$ cat config.mk
export PLATFORM = sky130hd
export DESIGN_NAME = temp_status_controller
export DESIGN_NICKNAME = d
export VERILOG_FILES = /design/src/rtl/temp_status_controller_pkg.sv /design/src/rtl/temp_status_controller_tick_prescaler.sv /design/src/rtl/temp_status_controller.sv
export SDC_FILE = /design/constraint.sdc
export NUM_CORES = 1
export LEC_CHECK = 0
export CORE_MARGIN = 4
export CORE_UTILIZATION = 58
export CTS_CLUSTER_DIAMETER = 100
export CTS_CLUSTER_SIZE = 24
export DETAILED_ROUTE_END_ITERATION = 10
export PLACE_DENSITY = 0.78
export SLEW_MARGIN = 20
export SYNTH_ARGS = -nofsm -noshare
export SYNTH_HDL_FRONTEND = slang
export SYNTH_SLANG_ARGS = --single-unit
$ cat constraint.sdc
create_clock -name clk -period 2.9 [get_ports clk]
set_input_delay 0.58 -clock clk [delete_from_list [all_inputs] [get_ports clk]]
set_output_delay 0.58 -clock clk [all_outputs]
set_load 0.01 [all_outputs]
$ cat src/rtl/temp_status_controller_pkg.sv
// Shared status encodings for the thermostat decision stage, the status
// panel and the actuator drivers.
package temp_status_controller_pkg;

    localparam logic [1:0] STATUS_IDLE    = 2'b00;
    localparam logic [1:0] STATUS_HEATING = 2'b01;
    localparam logic [1:0] STATUS_COOLING = 2'b10;

    typedef enum logic [1:0] {
        ST_IDLE    = STATUS_IDLE,
        ST_HEATING = STATUS_HEATING,
        ST_COOLING = STATUS_COOLING
    } tsc_state_e;

endpackage

$ cat src/rtl/temp_status_controller_tick_prescaler.sv
// Free-running divider producing a one-clk timing tick every TICK_DIV clks.
module tick_prescaler #(
    parameter int unsigned TICK_DIV = 50_000_000
) (
    input  logic clk,
    input  logic reset,
    output logic tick
);

    localparam int unsigned CNT_W = (TICK_DIV > 1) ? $clog2(TICK_DIV) : 1;
    localparam logic [CNT_W-1:0] CNT_LAST = CNT_W'(TICK_DIV - 1);

    logic [CNT_W-1:0] cnt_r;
    logic             tick_r;

    // Count 0..TICK_DIV-1 and emit a registered pulse on wrap.
    always_ff @(posedge clk or posedge reset) begin
        if (reset) begin
            cnt_r  <= '0;
            tick_r <= 1'b0;
        end else if (cnt_r == CNT_LAST) begin
            cnt_r  <= '0;
            tick_r <= 1'b1;
        end else begin
            cnt_r  <= cnt_r + CNT_W'(1);
            tick_r <= 1'b0;
        end
    end

    assign tick = tick_r;

endmodule

$ cat src/rtl/temp_status_controller.sv
// Thermostat decision stage: hysteresis, minimum dwell between state changes
// and a sensor-staleness watchdog driving the heating/cooling/idle status.
module temp_status_controller
    import temp_status_controller_pkg::*;
#(
    parameter int unsigned TEMP_W    = 8,
    parameter int unsigned HYST      = 2,
    parameter int unsigned TICK_DIV  = 50_000_000,
    parameter int unsigned MIN_DWELL = 10,
    parameter int unsigned TIMEOUT   = 5
) (
    input  logic              clk,
    input  logic              reset,
    input  logic              enable,
    input  logic [TEMP_W-1:0] temp,
    input  logic              temp_valid,
    input  logic [TEMP_W-1:0] setpoint,
    output logic [1:0]        status,
    output logic              heater_on,
    output logic              cooler_on,
    output logic              sensor_fault,
    output logic              status_change
);

    localparam int unsigned SW      = TEMP_W + 2;
    localparam int unsigned DWELL_W = (MIN_DWELL > 0) ? $clog2(MIN_DWELL + 1) : 1;
    localparam int unsigned WDOG_W  = (TIMEOUT > 0) ? $clog2(TIMEOUT + 1) : 1;

    localparam logic [DWELL_W-1:0]   DWELL_INIT = DWELL_W'(MIN_DWELL);
    localparam logic [WDOG_W-1:0]    WDOG_LAST  = WDOG_W'(TIMEOUT - 1);
    localparam logic [WDOG_W-1:0]    WDOG_MAX   = WDOG_W'(TIMEOUT);
    localparam logic signed [SW-1:0] HYST_S     = SW'(HYST);

    logic                 tick_s;
    logic [TEMP_W-1:0]    t_r;
    logic                 have_sample_r;
    logic [WDOG_W-1:0]    wdog_r;
    logic                 sensor_fault_r;
    logic [DWELL_W-1:0]   dwell_r;
    tsc_state_e           state_r;
    tsc_state_e           state_next_s;
    logic                 heater_on_r;
    logic                 cooler_on_r;
    logic                 status_change_r;
    logic                 wdog_expire_s;
    logic                 force_idle_s;
    logic signed [SW-1:0] t_ext_s;
    logic signed [SW-1:0] sp_ext_s;
    logic signed [SW-1:0] thr_lo_s;
    logic signed [SW-1:0] thr_hi_s;

    tick_prescaler #(
        .TICK_DIV (TICK_DIV)
    ) u_tick_prescaler (
        .clk   (clk),
        .reset (reset),
        .tick  (tick_s)
    );

    // Two guard bits keep setpoint-HYST from wrapping below zero.
    assign t_ext_s  = $signed({2'b00, t_r});
    assign sp_ext_s = $signed({2'b00, setpoint});
    assign thr_lo_s = sp_ext_s - HYST_S;
    assign thr_hi_s = sp_ext_s + HYST_S;

    assign wdog_expire_s = !temp_valid && tick_s && (wdog_r == WDOG_LAST);
    assign force_idle_s  = !enable || sensor_fault_r || wdog_expire_s;

    // Sample register and staleness watchdog; a fresh sample beats a tick.
    always_ff @(posedge clk or posedge reset) begin
        if (reset) begin
            t_r            <= '0;
            have_sample_r  <= 1'b0;
            wdog_r         <= '0;
            sensor_fault_r <= 1'b0;
        end else if (temp_valid) begin
            t_r            <= temp;
            have_sample_r  <= 1'b1;
            wdog_r         <= '0;
            sensor_fault_r <= 1'b0;
        end else if (tick_s && (wdog_r != WDOG_MAX)) begin
            wdog_r <= wdog_r + WDOG_W'(1);
            if (wdog_expire_s) begin
                sensor_fault_r <= 1'b1;
                have_sample_r  <= 1'b0;
            end
        end
    end

    // Next-state decision; heating and cooling only ever return to idle.
    always_comb begin
        state_next_s = state_r;
        if (force_idle_s) begin
            state_next_s = ST_IDLE;
        end else if ((dwell_r == '0) && have_sample_r) begin
            case (state_r)
                ST_IDLE: begin
                    if (t_ext_s < thr_lo_s) begin
                        state_next_s = ST_HEATING;
                    end else if (t_ext_s > thr_hi_s) begin
                        state_next_s = ST_COOLING;
                    end else begin
                        state_next_s = ST_IDLE;
                    end
                end
                ST_HEATING: begin
                    if (t_ext_s >= sp_ext_s) begin
                        state_next_s = ST_IDLE;
                    end else begin
                        state_next_s = ST_HEATING;
                    end
                end
                ST_COOLING: begin
                    if (t_ext_s <= sp_ext_s) begin
                        state_next_s = ST_IDLE;
                    end else begin
                        state_next_s = ST_COOLING;
                    end
                end
                default: state_next_s = ST_IDLE;
            endcase
        end else begin
            state_next_s = state_r;
        end
    end

    // State, registered outputs and dwell counter (reloaded on change or force).
    always_ff @(posedge clk or posedge reset) begin
        if (reset) begin
            state_r         <= ST_IDLE;
            heater_on_r     <= 1'b0;
            cooler_on_r     <= 1'b0;
            status_change_r <= 1'b0;
            dwell_r         <= '0;
        end else begin
            state_r         <= state_next_s;
            heater_on_r     <= (state_next_s == ST_HEATING);
            cooler_on_r     <= (state_next_s == ST_COOLING);
            status_change_r <= (state_next_s != state_r);
            if (force_idle_s || (state_next_s != state_r)) begin
                dwell_r <= DWELL_INIT;
            end else if (tick_s && (dwell_r != '0)) begin
                dwell_r <= dwell_r - DWELL_W'(1);
            end else begin
                dwell_r <= dwell_r;
            end
        end
    end

    assign status        = state_r;
    assign heater_on     = heater_on_r;
    assign cooler_on     = cooler_on_r;
    assign sensor_fault  = sensor_fault_r;
    assign status_change = status_change_r;

endmodule
---- Word level (Yosys, flattened, before mapping) ----
Cells that the tools add are included.
cells by class
  $add $sub $neg .......................... 5
  multipliers ............................. 0
  divide/modulo/power cells ............... 0
  order comparisons ....................... 4
  equal/unequal tests ..................... 8
  shifts and indexed selects .............. 0
  mux-type cells .......................... 19
  bitwise gates (word level) .............. 0
  reduce and logical (&&, ||, !) cells .... 17
operator list
  operator               number
  $add 26x1->26 const B  1
  $eq 26x26->1 const B   1
  $mux 26                1
  $mux 2                 5
  $add 8x2->9 const B    1
  $gt 8x9->1             1
  $lt 9x9->1             1
  $sub 8x2->9 const B    1
  $ge 8x8->1             1
  $le 8x8->1             1
  $mux 1                 8
  $mux 4                 2
  $mux 3                 2
  $pmux 2 s3             1
  $reduce_bool 2->1      3
  $logic_and 1x1->1      5
  $eq 2x1->1 const B     2
  $eq 2x2->1 const B     2
  $logic_not 4->1        1
  $reduce_bool 4->1      1
  $sub 4x1->4 const B    1
  $add 3x1->3 const B    1
  $eq 3x3->1 const B     1
  $logic_or 1x1->1       3
  5 further kinds        6
storage, ports and cells
  register bits after elaboration ......... 49
  latch bits .............................. 0
  bits in writable memories ............... 0
  memory bits (read-only) ................. 0
  input port bits ......................... 20
  output and inout port bits .............. 6
  logic and storage cells ................. 64
  memories kept ........................... 0

---- Longest topological paths before layout ----
Gate-level depths: netlist of the first run.
  word-level depth ........................ 10
  depth in mapped cells ................... 12
  depth with buffers taken out ............ 11

---- Modules after synthesis ----
A second synthesis of the first run with hierarchy kept.
unflattened totals
  cells, all modules ...................... 313
  area total of the unflattened synthesis .. 3071.7 µm²
modules (own cells, without submodules)
  module                  times used  cells an instance  area an instance (µm²)  seq. area each (µm²)
  temp_status_controller  1           185                1747.9                  550.5
  tick_prescaler          1           128                1323.8                  675.6

---- Least setup slack after synthesis of the first run ----
Ideal clock, no wire load.
  path type ............................... input to register
  start ................................... input setpoint[3]
  end ..................................... register heater_on_r, in the netlist heater_on
  setup time .............................. 0.066 ns
  data arrival time ....................... 2.815 ns
  required time ........................... 2.834 ns
  setup slack ............................. 0.019 ns
  stages .................................. 11
  path buffers ............................ 1
  cell sequence ........................... buf_2 nor3_1 and3_1 xnor2_1 ha_1 a211o_1 o221ai_1 a21oi_1 o311a_2 o221ai_2 and2_1
on the way
  cells in the longest elaborated chain, start to end .. 8
  elaborated cells on any way between the ends .. 14
  classes of those cells .................. 2 x add/sub; 4 x order compare; 1 x eq/ne; 7 x mux
RTL lines
  what                  line                           text
  from (decl)           temp_status_controller.sv:17   input logic [TEMP_W-1:0] setpoint,
  $add 8x2->9           temp_status_controller.sv:64   assign thr_hi_s = sp_ext_s + HYST_S;
  $gt 8x9->1            temp_status_controller.sv:100  end else if (t_ext_s > thr_hi_s) begin
  $mux 2                temp_status_controller.sv:100
  $mux 2                temp_status_controller.sv:98   if (t_ext_s < thr_lo_s) begin
  $pmux 2 s3 (*)        temp_status_controller.sv:96   case (state_r)
  $mux 2 (*)            temp_status_controller.sv:95   end else if ((dwell_r == '0) && have_sample_r) begin
  $mux 2 (*)            temp_status_controller.sv:93   if (force_idle_s) begin
  $eq 2x1->1 (*)        temp_status_controller.sv:137  heater_on_r <= (state_next_s == ST_HEATING);
  to (signal assigned)  temp_status_controller.sv:137
  to (decl)             temp_status_controller.sv:42   logic heater_on_r;
Mark *: on every way between the ends. The rest lies on a longest branch, timed or not.
A chain may end at the register's enable or synchronous reset.

---- Final worst setup path of the first run ----
  start ................................... input setpoint[6]
  end ..................................... register heater_on_r, in the netlist heater_on
on the way
  elaborated cells on any way between the ends .. 14
  classes of those cells .................. 2 x add/sub; 4 x order compare; 1 x eq/ne; 7 x mux
RTL lines
  what                       line                           text
  $sub 8x2->9                temp_status_controller.sv:63   assign thr_lo_s = sp_ext_s - HYST_S;
  $lt 9x9->1                 temp_status_controller.sv:98
  $mux 2                     temp_status_controller.sv:98
  $pmux 2 s3 (*)             temp_status_controller.sv:96
  $mux 2 (*)                 temp_status_controller.sv:95
  $mux 2 (*)                 temp_status_controller.sv:93
  named net state_next_s[0]  temp_status_controller.sv:41   tsc_state_e state_next_s;
  $eq 2x1->1 (*)             temp_status_controller.sv:137
Mark *: on every way through the listed nets, which the timed path passes. The rest lies on a longest branch.

==> flow_summary.toml, run 1 <==
[run_status]
status = "finished clean"

[global_routing]
grt_pass1_wl_mm = 10.9
grtUsageMet3_pct = 4.15
grtUsageMet1_pct = 27.0
busiest_layer = "met2"
antenna_found_initial = 0
grt_use_total_pct = 21.7
gr-total-overflow = 0
grt_max_degree = 50
use_met2_pct = 38.2
grt_pass1_vias = 2389

[routing]
routed_wl_mm = 6.49
via_per_inst = 5.67
drt_iter0_markers = 83
ant_nets = 0
drc_errors = 0
drtPass1Iterations = 4
vias = 2442
wl_per_cell_um = 15.1

[finish]
ff_latch_area_mm2 = 0.00123
multiInputGateArea_mm2 = 0.00177
antenna_cells = 0
num-fill-cells = 380
syn_to_final_growth_pct = 23.8
utilization_pct = 73.7
nNetsFinal = 408
final_cell_area_mm2 = 0.00374
drive_above_1_share_pct = 18.3

[pwr]
p_switching_uw = 371
power.density_mw_per_mm2 = 378
power_frac_seq_pct = 50.2
switching_share_pct = 26.3
leakage_nw = 1.75
internal_power_mw = 1.04
power.total_mw = 1.41
clkPwrFrac_pct = 30.8
vdd.ir_drop.worst_uv = 273
comb_power_share_pct = 19.0

[floorplan]
core_mm2 = 0.00507
die_x_um = 80.2
start_util_pct = 59.5
dieArea_mm2 = 0.00643
die_y_um = 80.2
rows = 26
num_io_pins = 26

[worst_setup_path]
cpMaxStageDelayCell = "clkdlybuf4s50_1"
crit_buf_inv = 3
worstSetupPathType = "input port to register"
crit_family = "buffers and inverters"
worstPathCellList = "clkdlybuf4s50_1, nor4_1, buf_4, nand2_1, xnor2_1, ha_1, o221ai_2, a21oi_2, buf_4, nor3_2, a221o_1, and2_1"
cpMostUsedCell = "buf_4"
setup.worst_path.start = "setpoint[6]"
critPathMaxFanout = 3
max_stage_delay_ps = 470
startpoint_type = "input port"
arrival_ps = 2990
endpoint_kind = "register"
r2r_start = "dwell_r[0]$_DFFE_PP0P_"
cp_data_required_time_ps = 3100

[clock_network]
clockBufferDepth = 2
clk_pin_slew_worst_paths_ps = 90
cts_sinks = 49
htree_levels = 2
clock_latency_ps = 300
cts_tree = "done"
numCtsBuffers = 5
cts_root_buf = "clkbuf_8"

[synthesis]
yosysWarnings = 0
avgSynthCellArea_um2 = 9.94
ys_types = 50
synth_cells = 304
ys.flop_type = "dfrtp_1"
synth_area_mm2 = 0.00302
ys_ff_latch = 49
syn-num-nets = 352
ys_async_sr_fraction_pct = 100
ys_seq_area_share_pct = 40.6
synth.area.top_cells = "dfrtp_1 41%, ha_1 12%, xnor2_1 6.7%"
synth_top_area_cell = "dfrtp_1"
yosys.area.top_type_share_pct = 40.6
synth-edff-count = 0

[min_path]
min-delay-start = "u_tick_prescaler.cnt_r[0]$_DFF_PP0_"
hold_path_class = "register to register"

[place]
dp_slack_ps = -446
place_hpwl_mm = 4.65
place_area_mm2 = 0.00355
numPortBuffers = 25
gp_congestion = 0.835

[timing]
worst_slack_ps = 105
finalSetupViolCount = 0
fin_worst_skew_ps = 5.86
slew_violations = 0
relSlewSlack_pct = 58.1
period_minus_slack_ps = 2800
worstMarginPinSlew_ps = 627
period_share_pct = 96.4
fmax_ghz = 0.358
hold_violations = 0

[flow_run]
maxCapViolCount = 0
[flip-flops by register name, indices dropped and copies added, names as in the netlist]
name                    count
have_sample_r               1
status_change               1
u_tick_prescaler.cnt_r     26
dwell_r                     4
sensor_fault                1
heater_on                   1
u_tick_prescaler.tick       1
wdog_r                      3
cooler_on                   1
status                      2
t_r                         8
[synthesized netlist by cell type (3+ instances only)]
library cell	instances
a21oi_1	16
and2_1	3
and3_1	12
dfrtp_1	49
ha_1	28
inv_1	19
mux2_2	7
nand2_1	16
nand3_1	23
nand4_1	5
nor2_1	27
nor2b_1	4
nor3_1	10
o21a_1	3
o21ai_0	4
xnor2_1	23
xor2_1	14
[worst register-to-register path: stages, from the launching register on]
cell	delay (ps)
dfrtp_1	420
inv_1	70
ha_1	230
and4bb_1	400
o41ai_2	130
a311oi_2	310
o311a_4	300
o221ai_4	110
a2111oi_2	280
[power groups by stage]
stage / sequential (mW) / combinational [mW] / clock (mW)
final: 0.709 / 0.269 / 0.435
after global routing: 0.710 / 0.295 / 0.483
after CTS: 0.708 / 0.252 / 0.453
after detailed placement: 0.722 / 0.246 / 0
after global placement: 0.721 / 0.242 / 0
after floorplan: 0.716 / 0.147 / 0
[metrics by stage]
stage / hold slack, ps / setup TNS, ps / instances
after floorplan: 424 / 0 / 304
after global placement: 442 / -2580 / 422
after detailed placement: 453 / -3100 / 422
after CTS: 464 / 0 / 431
after global routing: 489 / -2.17 / 431
final: 465 / 0 / 431
[layout make-up]
cell class | count | area share, %
Multi-Input combinational cell | 231 | 47.3
Tap cell | 70 | 2.34
Clock inverter | 1 | 0.134
Timing Repair Buffer | 54 | 12.9
Clock buffer | 7 | 2.58
Sequential cell | 49 | 32.8
Inverter | 19 | 1.91
[routing by layer]
metal | part of all wire, % | routed length (um) | vias up
met3 | 2.8 | 179 | 12
met4 | 1.8 | 114 | 0
met2 | 50 | 3230 | 48
met5 | 0 | 0 | -
met1 | 46 | 2960 | 1190
li1 | - | - | 1192
[worst paths after layout]
kind	to	cells past startpoint	slack, ps
min in group asynchronous	u_tick_prescaler.cnt_r[17]$_DFF_PP0_	3	630
max in group asynchronous	wdog_r[0]$_DFFE_PP0P_	3	2040
worst min register to register	u_tick_prescaler.cnt_r[0]$_DFF_PP0_	1	470
worst max-delay path	heater_on$_DFF_PP0_	12	100
worst min-delay path	u_tick_prescaler.cnt_r[0]$_DFF_PP0_	1	470
worst max register to register	cooler_on$_DFF_PP0_	8	540
[timing repair]
item / CTS / global route
hold buffers: 0 / 0
setup endpoints to repair: 7 / 8
buffers inserted: 1 / 0
pin swaps: 7 / 8
gates resized for setup: 9 / 16
[cells by family (layout without fill, tap and decap cells)]
kind of cell / Yosys count / count (layout) / share of synthesized area (%)
xor gates and xnor gates: 37 / 37 / 10.7
adders and majority gates: 28 / 28 / 11.6
muxes: 7 / 7 / 2.61
DFF: 49 / 49 / 40.6
AOI/OAI and AO/OA: 44 / 44 / 10.8
buffers and inverters: 24 / 81 / 3.40
and+or+nand+nor: 115 / 115 / 20.3
[cell usage in the layout (no fill, tap or decap), types with 3 or more instances in the layout]
cell type	instances
a21oi_1	14
inv_1	16
nor3_1	7
o21a_1	3
o21ai_0	3
nand4_1	5
nor2b_1	4
dfrtp_1	49
clkbuf_8	7
clkdlybuf4s50_1	20
inv_2	3
xor2_1	14
nor2_1	27
and2_1	3
nand2_1	16
ha_1	26
xnor2_1	23
and3_1	12
mux2_2	7
buf_4	28
dlymetal6s2s_1	3
nand3_1	22
(Power assumes the default switching activity.)
==> inputs of run 2 (changes only) <==
Settings changed: CTS_CLUSTER_SIZE 24 to 12, RECOVER_POWER from default to 25.
==> run 2 against run 1 <==
Worst hold slack hardly changed. Clock power hardly changed. Via count is 0.20% higher. Cell area is 0.40% lower. Largest cell class unchanged. Largest power group unchanged.
==> flow_summary.toml, run 2 (same netlist as run 1, synthesis figures left out) <==
[floorplan]
rows = 26
start_util_pct = 59.5
die_x_um = 80.2
dieArea_mm2 = 0.00643
num_io_pins = 26
core_mm2 = 0.00507
die_y_um = 80.2

[global_routing]
grtUsageMet1_pct = 27.0
antenna_found_initial = 0
grt_use_total_pct = 21.7
grtUsageMet3_pct = 4.15
gr-total-overflow = 0
grt_pass1_vias = 2389
use_met2_pct = 38.2
busiest_layer = "met2"
grt_pass1_wl_mm = 10.9
grt_max_degree = 50

[worst_setup_path]
startpoint_type = "input port"
endpoint_kind = "register"
worstSetupPathType = "input port to register"
arrival_ps = 2990
worstPathCellList = "clkdlybuf4s50_1, nor4_1, buf_4, nand2_1, xnor2_1, ha_1, o221ai_2, a21oi_2, buf_4, nor3_2, a221o_1, and2_1"
critPathMaxFanout = 3
cpMaxStageDelayCell = "clkdlybuf4s50_1"
max_stage_delay_ps = 470
cp_data_required_time_ps = 3100
cpMostUsedCell = "buf_4"

[pwr]
power.total_mw = 1.41
comb_power_share_pct = 18.8
switching_share_pct = 26.3
power_frac_seq_pct = 50.3
clkPwrFrac_pct = 30.9
leakage_nw = 1.75
internal_power_mw = 1.04
vdd.ir_drop.worst_uv = 272
p_switching_uw = 370
power.density_mw_per_mm2 = 378

[clock_network]
clock_latency_ps = 300
cts_root_buf = "clkbuf_8"
clk_pin_slew_worst_paths_ps = 90
cts_tree = "done"
htree_levels = 2
cts_sinks = 49
numCtsBuffers = 5
clockBufferDepth = 2

[routing]
drc_errors = 0
drt_iter0_markers = 81
ant_nets = 0
routed_wl_mm = 6.49
drtPass1Iterations = 4
wl_per_cell_um = 15.0
via_per_inst = 5.68
vias = 2447

[finish]
reg_top3 = "u_tick_prescaler.cnt_r x26, t_r x8, dwell_r x4"
final_cell_area_mm2 = 0.00372
syn_to_final_growth_pct = 23.3
drive_above_1_share_pct = 18.0
antenna_cells = 0
top_register = "u_tick_prescaler.cnt_r"
largest_reg_flops = 26
nNetsFinal = 408
final_common_cell = "dfrtp_1"
final_cell_mix = "49 x dfrtp_1, 28 x buf_4, 27 x nor2_1"

[place]
gp_congestion = 0.835
dp_slack_ps = -446
place_area_mm2 = 0.00355
numPortBuffers = 25
place_hpwl_mm = 4.65

[flow_run]
maxCapViolCount = 0

[timing]
period_share_pct = 96.4
whs_ps = 465
fmax_ghz = 0.358
finalSetupViolCount = 0
worstMarginPinSlew_ps = 1170
slew_violations = 0
relSlewSlack_pct = 21.7
worst_slack_ps = 105
hold_violations = 0
period_minus_slack_ps = 2800
fin_worst_skew_ps = 6.39

[run_status]
status = "finished clean"

[min_path]
hold_path_class = "register to register"
==> run 2: critical path: cells and delay by family <==
kind            cells  cell delay [ps]
buf+inv             3              800
compound gates      3              600
simple gates        4              580
fa+ha+maj           1              300
xor+xnor            1              120
==> run 2: cell type report <==
cell class,count,area (um2)
clock buffer,7,96.3
inverter,19,71.3
timing repair buffer,54,468
multi-input combinational,231,1770
tap,70,87.6
fill,382,1350
clock inverter,1,5.00
sequential,49,1230
==> run 2: worst paths after layout <==
path / from / end / slack (ps) / cells past startpoint
max: setpoint[6] / heater_on$_DFF_PP0_ / 100 / 12
min: u_tick_prescaler.cnt_r[0]$_DFF_PP0_ / u_tick_prescaler.cnt_r[0]$_DFF_PP0_ / 470 / 1
max reg2reg: dwell_r[0]$_DFFE_PP0P_ / cooler_on$_DFF_PP0_ / 540 / 8
min reg2reg: u_tick_prescaler.cnt_r[0]$_DFF_PP0_ / u_tick_prescaler.cnt_r[0]$_DFF_PP0_ / 470 / 1
max in group asynchronous: reset / wdog_r[0]$_DFFE_PP0P_ / 1080 / 3
min in group asynchronous: reset / u_tick_prescaler.cnt_r[17]$_DFF_PP0_ / 1100 / 3
==> run 2: power by group through the flow <==
stage               Sequential, mW  Clock, mW  Combinational, mW
global placement             0.721          0              0.242
CTS                          0.708      0.453              0.252
floorplan                    0.716          0              0.147
finish                       0.709      0.435              0.265
global route                 0.711      0.483              0.292
detailed placement           0.722          0              0.246
==> run 2: routing by layer <==
metal / routed length (um) / vias to the layer above
met5: 0 / -
met4: 119 / 0
met3: 181 / 14
met2: 3220 / 52
met1: 2960 / 1189
li1: - / 1192
==> run 2: repair_timing <==
| item | in CTS | in global routing |
|---|---|---|
| pin swaps | 7 | 8 |
| resized for setup | 9 | 16 |
| hold buffers | 0 | 0 |
| buffers inserted | 1 | 0 |
| endpoints found under the setup margin | 7 | 8 |
==> run 2: per-stage QoR <==
| stage | TNS, ps | cells | util (%) |
|---|---|---|---|
| finish | 0 | 431 | 73.4 |
| global placement | -2580 | 422 | 70.0 |
| global route | -2.17 | 431 | 73.4 |
| CTS | 0 | 431 | 72.9 |
| floorplan | 0 | 304 | - |
| detailed placement | -3100 | 422 | 70.0 |
